File: src/rtl/prod_acc_pkg.sv
// prod_acc_pkg
//   Shared constants and types for the product frame accumulator.
//   PROD_W : width of the unsigned product coming from the 16x16 multiplier.
//   CNT_W  : width of the per-frame beat counter and of out_count.
//   buf_state_t : state of the single-entry output buffer.
package prod_acc_pkg;

  localparam int PROD_W = 32;
  localparam int CNT_W  = 16;

  typedef enum logic [0:0] {
    EMPTY = 1'b0,
    HELD  = 1'b1
  } buf_state_t;

endpackage

File: src/rtl/prod_acc_add.sv
// prod_acc_add
//   ACC_W-bit accumulator adder: acc + zero-extended 32-bit product, with
//   the carry out of ACC_W reported separately.
//   Build option PROD_ACC_SAT_EN: when defined, a carry out clamps the sum
//   to all ones instead of wrapping modulo 2^ACC_W.
// Ports
//   acc   in   ACC_W   current running sum
//   prod  in   PROD_W  unsigned product to add
//   sum   out  ACC_W   wrapped or clamped result
//   carry out  1       the true sum did not fit in ACC_W bits
module prod_acc_add
  import prod_acc_pkg::*;
#(
  parameter int ACC_W = 40
) (
  input  logic [ACC_W-1:0]  acc,
  input  logic [PROD_W-1:0] prod,
  output logic [ACC_W-1:0]  sum,
  output logic              carry
);

  // One extra bit on top captures the carry; ACC_W >= PROD_W so the pad
  // width is always at least one.
  logic [ACC_W:0] raw_sum;

  assign raw_sum = {1'b0, acc} + {{(ACC_W + 1 - PROD_W){1'b0}}, prod};
  assign carry   = raw_sum[ACC_W];

`ifdef PROD_ACC_SAT_EN
  // Products are unsigned, so once clamped every later carry clamps again
  // and the value stays pinned at the maximum for the rest of the frame.
  assign sum = carry ? {ACC_W{1'b1}} : raw_sum[ACC_W-1:0];
`else
  assign sum = raw_sum[ACC_W-1:0];
`endif

endmodule

File: src/rtl/prod_acc.sv
// prod_acc
//   Frame accumulator behind the multiplier stage. Sums FRAME_LEN accepted
//   products (or fewer when a flush closes the frame early) and presents one
//   result per frame in a single-entry output register.
//   Build option PROD_ACC_SAT_EN (in prod_acc_add): saturate instead of wrap.
// Ports
//   clk        in   1      clock, rising edge
//   rst        in   1      synchronous active-high reset
//   in_prod    in   32     unsigned product
//   in_valid   in   1      in_prod valid
//   in_ready   out  1      a beat can be taken this cycle
//   flush      in   1      close the open frame early
//   out_sum    out  ACC_W  frame sum
//   out_count  out  16     beats in the frame
//   out_ovf    out  1      frame overflowed ACC_W
//   out_valid  out  1      result held
//   out_ready  in   1      consumer takes the result
module prod_acc
  import prod_acc_pkg::*;
#(
  parameter int FRAME_LEN = 256,
  parameter int ACC_W     = 40
) (
  input  logic              clk,
  input  logic              rst,
  input  logic [PROD_W-1:0] in_prod,
  input  logic              in_valid,
  output logic              in_ready,
  input  logic              flush,
  output logic [ACC_W-1:0]  out_sum,
  output logic [CNT_W-1:0]  out_count,
  output logic              out_ovf,
  output logic              out_valid,
  input  logic              out_ready
);

  localparam logic [CNT_W-1:0] LAST_CNT = CNT_W'(FRAME_LEN - 1);

  buf_state_t       state_reg, state_next;
  logic [ACC_W-1:0] acc_reg, acc_next;
  logic [CNT_W-1:0] cnt_reg, cnt_next;
  logic             ovf_reg, ovf_next;
  logic             flush_pend_reg, flush_pend_next;
  logic [ACC_W-1:0] out_sum_reg, out_sum_next;
  logic [CNT_W-1:0] out_count_reg, out_count_next;
  logic             out_ovf_reg, out_ovf_next;

  logic             accept;
  logic [ACC_W-1:0] add_sum;
  logic             add_carry;
  logic [ACC_W-1:0] beat_sum;
  logic [CNT_W-1:0] beat_cnt;
  logic             beat_ovf;
  logic             frame_nonempty;
  logic             close_len;
  logic             close_flush;
  logic             close;

  prod_acc_add #(
    .ACC_W (ACC_W)
  ) u_add (
    .acc   (acc_reg),
    .prod  (in_prod),
    .sum   (add_sum),
    .carry (add_carry)
  );

  assign out_valid = (state_reg == HELD);
  // The buffer can be refilled in the same cycle it is drained, so the
  // input never stalls while the consumer keeps out_ready high.
  assign in_ready  = ~out_valid | out_ready;
  assign accept    = in_valid & in_ready;

  // Frame totals including this cycle's beat, if any.
  assign beat_sum       = accept ? add_sum : acc_reg;
  assign beat_cnt       = cnt_reg + {{(CNT_W - 1){1'b0}}, accept};
  assign beat_ovf       = ovf_reg | (accept & add_carry);
  assign frame_nonempty = (cnt_reg != '0) | accept;

  assign close_len   = accept & (cnt_reg == LAST_CNT);
  assign close_flush = (flush | flush_pend_reg) & in_ready & frame_nonempty;
  assign close       = close_len | close_flush;

  always_comb begin
    state_next      = state_reg;
    acc_next        = acc_reg;
    cnt_next        = cnt_reg;
    ovf_next        = ovf_reg;
    flush_pend_next = flush_pend_reg;
    out_sum_next    = out_sum_reg;
    out_count_next  = out_count_reg;
    out_ovf_next    = out_ovf_reg;

    if (close) begin
      // A close always loads the buffer; any held result is being consumed
      // this cycle because close requires in_ready.
      out_sum_next    = beat_sum;
      out_count_next  = beat_cnt;
      out_ovf_next    = beat_ovf;
      state_next      = HELD;
      acc_next        = '0;
      cnt_next        = '0;
      ovf_next        = 1'b0;
      flush_pend_next = 1'b0;
    end else begin
      acc_next = beat_sum;
      cnt_next = beat_cnt;
      ovf_next = beat_ovf;
      // A flush that cannot close now (buffer full) is remembered; a flush
      // against an empty frame has nothing to close and is dropped.
      if (flush && frame_nonempty) begin
        flush_pend_next = 1'b1;
      end
      if (out_ready) begin
        state_next = EMPTY;
      end
    end
  end

  always_ff @(posedge clk) begin
    if (rst) begin
      state_reg      <= EMPTY;
      acc_reg        <= '0;
      cnt_reg        <= '0;
      ovf_reg        <= 1'b0;
      flush_pend_reg <= 1'b0;
      out_sum_reg    <= '0;
      out_count_reg  <= '0;
      out_ovf_reg    <= 1'b0;
    end else begin
      state_reg      <= state_next;
      acc_reg        <= acc_next;
      cnt_reg        <= cnt_next;
      ovf_reg        <= ovf_next;
      flush_pend_reg <= flush_pend_next;
      out_sum_reg    <= out_sum_next;
      out_count_reg  <= out_count_next;
      out_ovf_reg    <= out_ovf_next;
    end
  end

  assign out_sum   = out_sum_reg;
  assign out_count = out_count_reg;
  assign out_ovf   = out_ovf_reg;

endmodule

File: config.mk
export PLATFORM = sky130hd
export DESIGN_NAME = prod_acc
export DESIGN_NICKNAME = d
export VERILOG_FILES = /design/src/rtl/prod_acc_pkg.sv /design/src/rtl/prod_acc_add.sv /design/src/rtl/prod_acc.sv
export SDC_FILE = /design/constraint.sdc
export NUM_CORES = 1
export LEC_CHECK = 0
export CAP_MARGIN = 20
export CORE_AREA = 2 2 120 122
export DETAILED_ROUTE_END_ITERATION = 7
export DIE_AREA = 0 0 122 124
export PLACE_DENSITY = 0.69
export REMOVE_ABC_BUFFERS = 1
export SLEW_MARGIN = 0
export SYNTH_ARGS = -nofsm -noshare
export SYNTH_HDL_FRONTEND = slang
export SYNTH_SLANG_ARGS = --single-unit
export TNS_END_PERCENT = 20
File: constraint.sdc
create_clock -name clk -period 5.3 [get_ports clk]
set_input_delay 1.59 -clock clk [delete_from_list [all_inputs] [get_ports clk]]
set_output_delay 1.59 -clock clk [all_outputs]
set_load 0.01 [all_outputs]
[Word level (Yosys, flattened, before mapping)]
Index checks and enable logic that the tools add are counted.
Word-level totals
  flip-flop bits (word level): 116
  memory bits (read-only): 0
  bits in writable memories: 0
  bits of input ports: 37
  latch bits: 0
  memories: 0
  output and inout port bits: 59
Cells by class
  div/mod/pow operators: 0
  $mul: 0
  reduce and logical (&&, ||, !) cells: 4
  equal/unequal tests: 1
  add/sub/neg operators: 2
  bitwise logic cells: 11
  magnitude comparators: 0
  shifts and indexed selects: 0
  multiplexer cells: 3
Operators by type and width (number)
  $add 40x32->41: 1
  $mux 40: 1
  $add 16x1->16: 1
  $eq 16x8->1 const B: 1
  $reduce_bool 16->1: 1
  $and 1x1->1: 5
  $or 1x1->1: 5
  $mux 1: 2
  $reduce_bool 2->1: 1
  $reduce_or 2->1: 1
  $logic_and 1x1->1: 1
  $not 1->1: 1

[Depth between registers and ports, before layout]
  depth after elaboration: 7
  mapped depth: 12
  mapped depth without buffers: 11

[Hierarchy]
Synthesis repeated with hierarchy kept, for this count alone.
Second synthesis, totals
  cells, all modules: 772
  area total of the unflattened synthesis: 6605.1 µm²
By module, submodules not included
  prod_acc: times used 1, cells an instance 430, sequential area each 2322.2 µm², area each 4229.1 µm²
  prod_acc_add: times used 1, cells an instance 342, sequential area each 0.0 µm², area each 2376.0 µm²

[Worst setup path after synthesis]
Ideal clock, no wire load.
  path type: input-to-reg
  from: input in_prod[15]
  to: register out_sum_reg[39], in the netlist out_sum[39]
  path slack: 1.355 ns
  setup time: 0.091 ns
  path buffers: 1
  cell stages on the path: 10
  arrival: 3.854 ns
  cell sequence: ha_1 -> buf_2 -> and3_1 -> nand2_2 -> or3_1 -> o221a_2 -> a211oi_4 -> o31ai_2 -> or3_1 -> a311oi_1
On the way
  longest elaborated chain between the ends: 2
Ends and longest elaborated chain
  start: declaration: RTL line prod_acc.sv:26  | input logic [PROD_W-1:0] in_prod,
  $add 40x32->41: RTL line prod_acc_add.sv:26  | assign raw_sum = {1'b0, acc} + {{(ACC_W + 1 - PROD_W){1'b0}}, prod};
  $mux 40: RTL line prod_acc.sv:75  | assign beat_sum = accept ? add_sum : acc_reg;
  end signal: assignment: RTL line prod_acc.sv:136  | out_sum_reg <= out_sum_next;
  end: declaration: RTL line prod_acc.sv:44  | logic [ACC_W-1:0] out_sum_reg, out_sum_next;
Every way passes these cells.
A chain may end at the register's enable or synchronous reset.

[Worst setup path after layout]
  from: input in_prod[0]
  to: register out_sum_reg[34], in the netlist out_sum[34]
Same word-level chain as after synthesis.

==> impl_metrics.yaml <==
sta:
  slew_headroom_pct: 56.3
  rsz0062_at_grt: "false"
  min_period_over_period_pct: 83.3
  finalMaxSlewViolations: 0
  fmax_mhz: 227
  finalCriticalPeriod_ns: 4.41
  fin_skew_ns: 0.00955
  max_slew.worst_pin.slew_ns: 0.654
  final-hold-violation-count: 0
  finalSetupViolCount: 0
  tns_ns: 0
power:
  p_per_area_nw_per_um2: 374
  power_frac_seq_pct: 34.5
  total_power_mw: 2.91
  p_int_mw: 2.06
  pwr-share-clk_pct: 41.1
  switching_power_mw: 0.851
  swShare_pct: 29.2
  comb_power_share_pct: 24.3
  p_leak_nw: 3.07
  ir_drop_v: 0.000183
cells_and_area:
  area_growth_pct: 27.0
  antenna_cells: 0
  drive_gt1_share_pct: 6.33
  nets: 896
clock_network:
  tritoncts: "done"
  cts.sinks: 116
  post_cts_resized: 0
  ctsHoldBuffers: 0
  cts-root-buf: "clkbuf_16"
  post_cts_buffers: 0
  clk_pin_slew_ns: 0.06
  cts_buffers: 17
  clk_path_buf_depth: 2
  clk_latency_ns: 0.42
  cts.htree.levels: 4
logic_synthesis:
  ys_ff_latch: 116
  synth_edf_count: 0
  yosysSeqAreaShare_pct: 37.9
  yosys_warnings: 0
  syn-cell-area_um2: 6130
  synth.avg_cell_area_um2: 8.23
  async_flop_share_pct: 0
  synth.distinct_cells: 58
  ys.flop_type: "dfxtp_1"
  syn_inst: 745
min_path:
  hold_depth: 2
  min_to: "out_count[1]"
  hp-class: "reg2reg"
  holdCritStartpoint: "out_count[1]"
route:
  via_count: 5695
  wirelength_um: 15900
  drtIter0Drc: 400
  detail-route-antenna-nets: 0
  dr.pass1.iters: 5
  vias_per_cell: 5.60
  drc: 0
  wl_per_cell_um: 15.7
floorplanning:
  rows: 43
  initial_core_util_pct: 44.7
  die_w_um: 122
  die_area_um2: 15100
  ios: 96
  die_y_um: 124
  core_area_um2: 13700
setup_path:
  worstPathMaxFanout: 9
  r2r_end: "out_sum[34]"
  critPathArrivalTime_ns: 4.76
  cp.required_ns: 5.65
  ff2ff_path_depth: 11
  reg2reg_slack_ns: 2.20
  crit_type: "in2reg"
  crit_path_start_kind: "input port"
  timing.rr.start: "acc_reg[0]"
  endpoint_kind: "flop"
global_route:
  grt_pass1_vias: 5510
  gr-usage-all-layers_pct: 21.8
  grt_max_degree: 59
  gr-total-overflow: 0
  antenna_found_initial: 0
  grt_pass1_wl_um: 26200
place:
  dp_hpwl_um: 11500
  gp_congestion: 0.877
  port-buffer-count: 95
outcome:
  status: "complete, no violations"
job:
  max_cap_violations: 0
-- placed cells by master, fill, tap and decap left out, types with 3 or more instances in the layout --
master             n
nand3_1           21
nor2_1           103
buf_4              8
o21ba_2            3
o2111ai_1          3
nor4_1             5
nand2b_1           5
a211oi_1          34
or2_2              3
clkbuf_16         17
clkdlybuf4s50_1   94
nand4_1           10
xnor2_1           14
inv_1             16
o21bai_1           6
a311oi_1           5
o211ai_1           4
nand2_1           53
a21o_1            15
clkinv_4           3
o21a_1             9
ha_1              34
and3_1            11
mux2i_1           12
xor2_1            22
clkinvlp_4         3
clkinv_2           3
a31oi_1           13
and2_1             7
nor3_1            11
nor3b_1            4
o21ai_0           48
or3_1             14
dfxtp_1          116
a21oi_1           71
bufinv_16          4
-- critical path, stage by stage --
cell	delay, ns
clkdlybuf4s50_1	0.48
ha_1	0.19
inv_1	0.07
fa_1	0.39
nor2b_1	0.22
o2111ai_1	0.17
a21oi_1	0.25
o211ai_1	0.19
a31oi_1	0.38
a311oi_2	0.25
or3_1	0.42
a31oi_1	0.17
-- power by group through the flow --
stage / combinational (mW) / clock (mW) / sequential [mW]
after global placement: 0.694 / 0 / 1.02
after floorplan: 0.416 / 0 / 1.04
after CTS: 0.710 / 1.21 / 1.01
after global routing: 0.785 / 1.25 / 1.02
final: 0.709 / 1.20 / 1.00
after detailed placement: 0.704 / 0 / 1.02
-- cell families after synthesis --
group,Yosys count,share of synthesized area [%]
xor gates and xnor gates,36,5.14
muxes,12,1.96
buffers and inverters,60,4.29
and+or+nand+nor,254,19.1
DFF,116,37.9
AOI/OAI and AO/OA,232,24.4
adders and majority gates,35,7.27
-- synth_stat cells (2+ instances only) --
library cell	n	share of area [%]
a21oi_1	71	5.8
a21o_1	16	2.0
and2_1	7	0.71
o221a_2	2	0.37
nor4_1	5	0.51
nand3_1	21	1.7
buf_4	4	0.49
clkbuf_1	31	1.9
a211oi_1	34	4.2
o21bai_1	6	0.73
and3_1	11	1.1
o31ai_1	2	0.24
o31a_1	2	0.29
nor3b_1	4	0.49
o211ai_1	4	0.49
inv_1	16	0.98
o21ai_0	48	3.9
xnor2_1	14	2.0
o41ai_1	2	0.29
nand2_1	53	3.2
nand2b_1	5	0.51
nor3_1	11	0.90
o2111ai_1	3	0.43
a31oi_1	13	1.3
buf_2	3	0.24
buf_6	2	0.37
or3_1	14	1.4
xor2_1	22	3.1
or2_2	3	0.31
o21ba_2	3	0.49
o21a_1	9	1.1
ha_1	34	6.9
a311oi_1	5	0.71
buf_1	2	0.12
nor2b_1	2	0.20
nor2_1	103	6.3
mux2i_1	12	2.0
dfxtp_1	116	38
or4_1	2	0.24
nand4_1	10	1.0
-- layer usage --
| metal | part of all wire [%] | vias to the layer above | track usage, % |
|---|---|---|---|
| met5 | 0 | - | 0 |
| met4 | 2.1 | 0 | 8.76 |
| met3 | 4.2 | 31 | 4.44 |
| met2 | 48 | 143 | 36.8 |
| met1 | 46 | 2656 | 27.3 |
| li1 | - | 2865 | - |
-- stage by stage --
step / area [um^2] / instances / utilization (%) / setup slack, ns / hold slack [ns]
after floorplan: 5930 / 702 / - / 0.160 / 0.437
after global placement: 7170 / 985 / 52.3 / 0.602 / 0.448
after detailed placement: 7170 / 985 / 52.3 / 0.488 / 0.453
after CTS: 7790 / 1017 / 56.8 / 0.904 / 0.462
after global routing: 7790 / 1017 / 56.8 / 0.622 / 0.490
final: 7790 / 1017 / 56.8 / 0.886 / 0.458
-- final cells by class --
type	count	area, um^2
clock buffer	19	433
clock inverter	13	184
fill	1247	5930
inverter	17	63.8
multi-input combinational	569	3550
sequential	116	2320
tap	180	225
timing repair buffer	103	1010
-- worst max-delay path by stage --
| stage | from | endpoint | slack, ns |
|---|---|---|---|
| 4_1_cts | out_ready | in_ready | 0.90 |
| 3_5_place_dp | in_prod[0] | acc_reg[34] | 0.49 |
| 2_1_floorplan | out_ready | acc_reg[25] | 0.16 |
| 5_1_grt | in_prod[0] | out_sum[36] | 0.62 |
| 3_3_place_gp | in_prod[0] | out_sum[36] | 0.60 |
| 6_report | in_prod[0] | out_sum[34] | 0.89 |
Note: power is estimated with default switching activity, not from simulation.
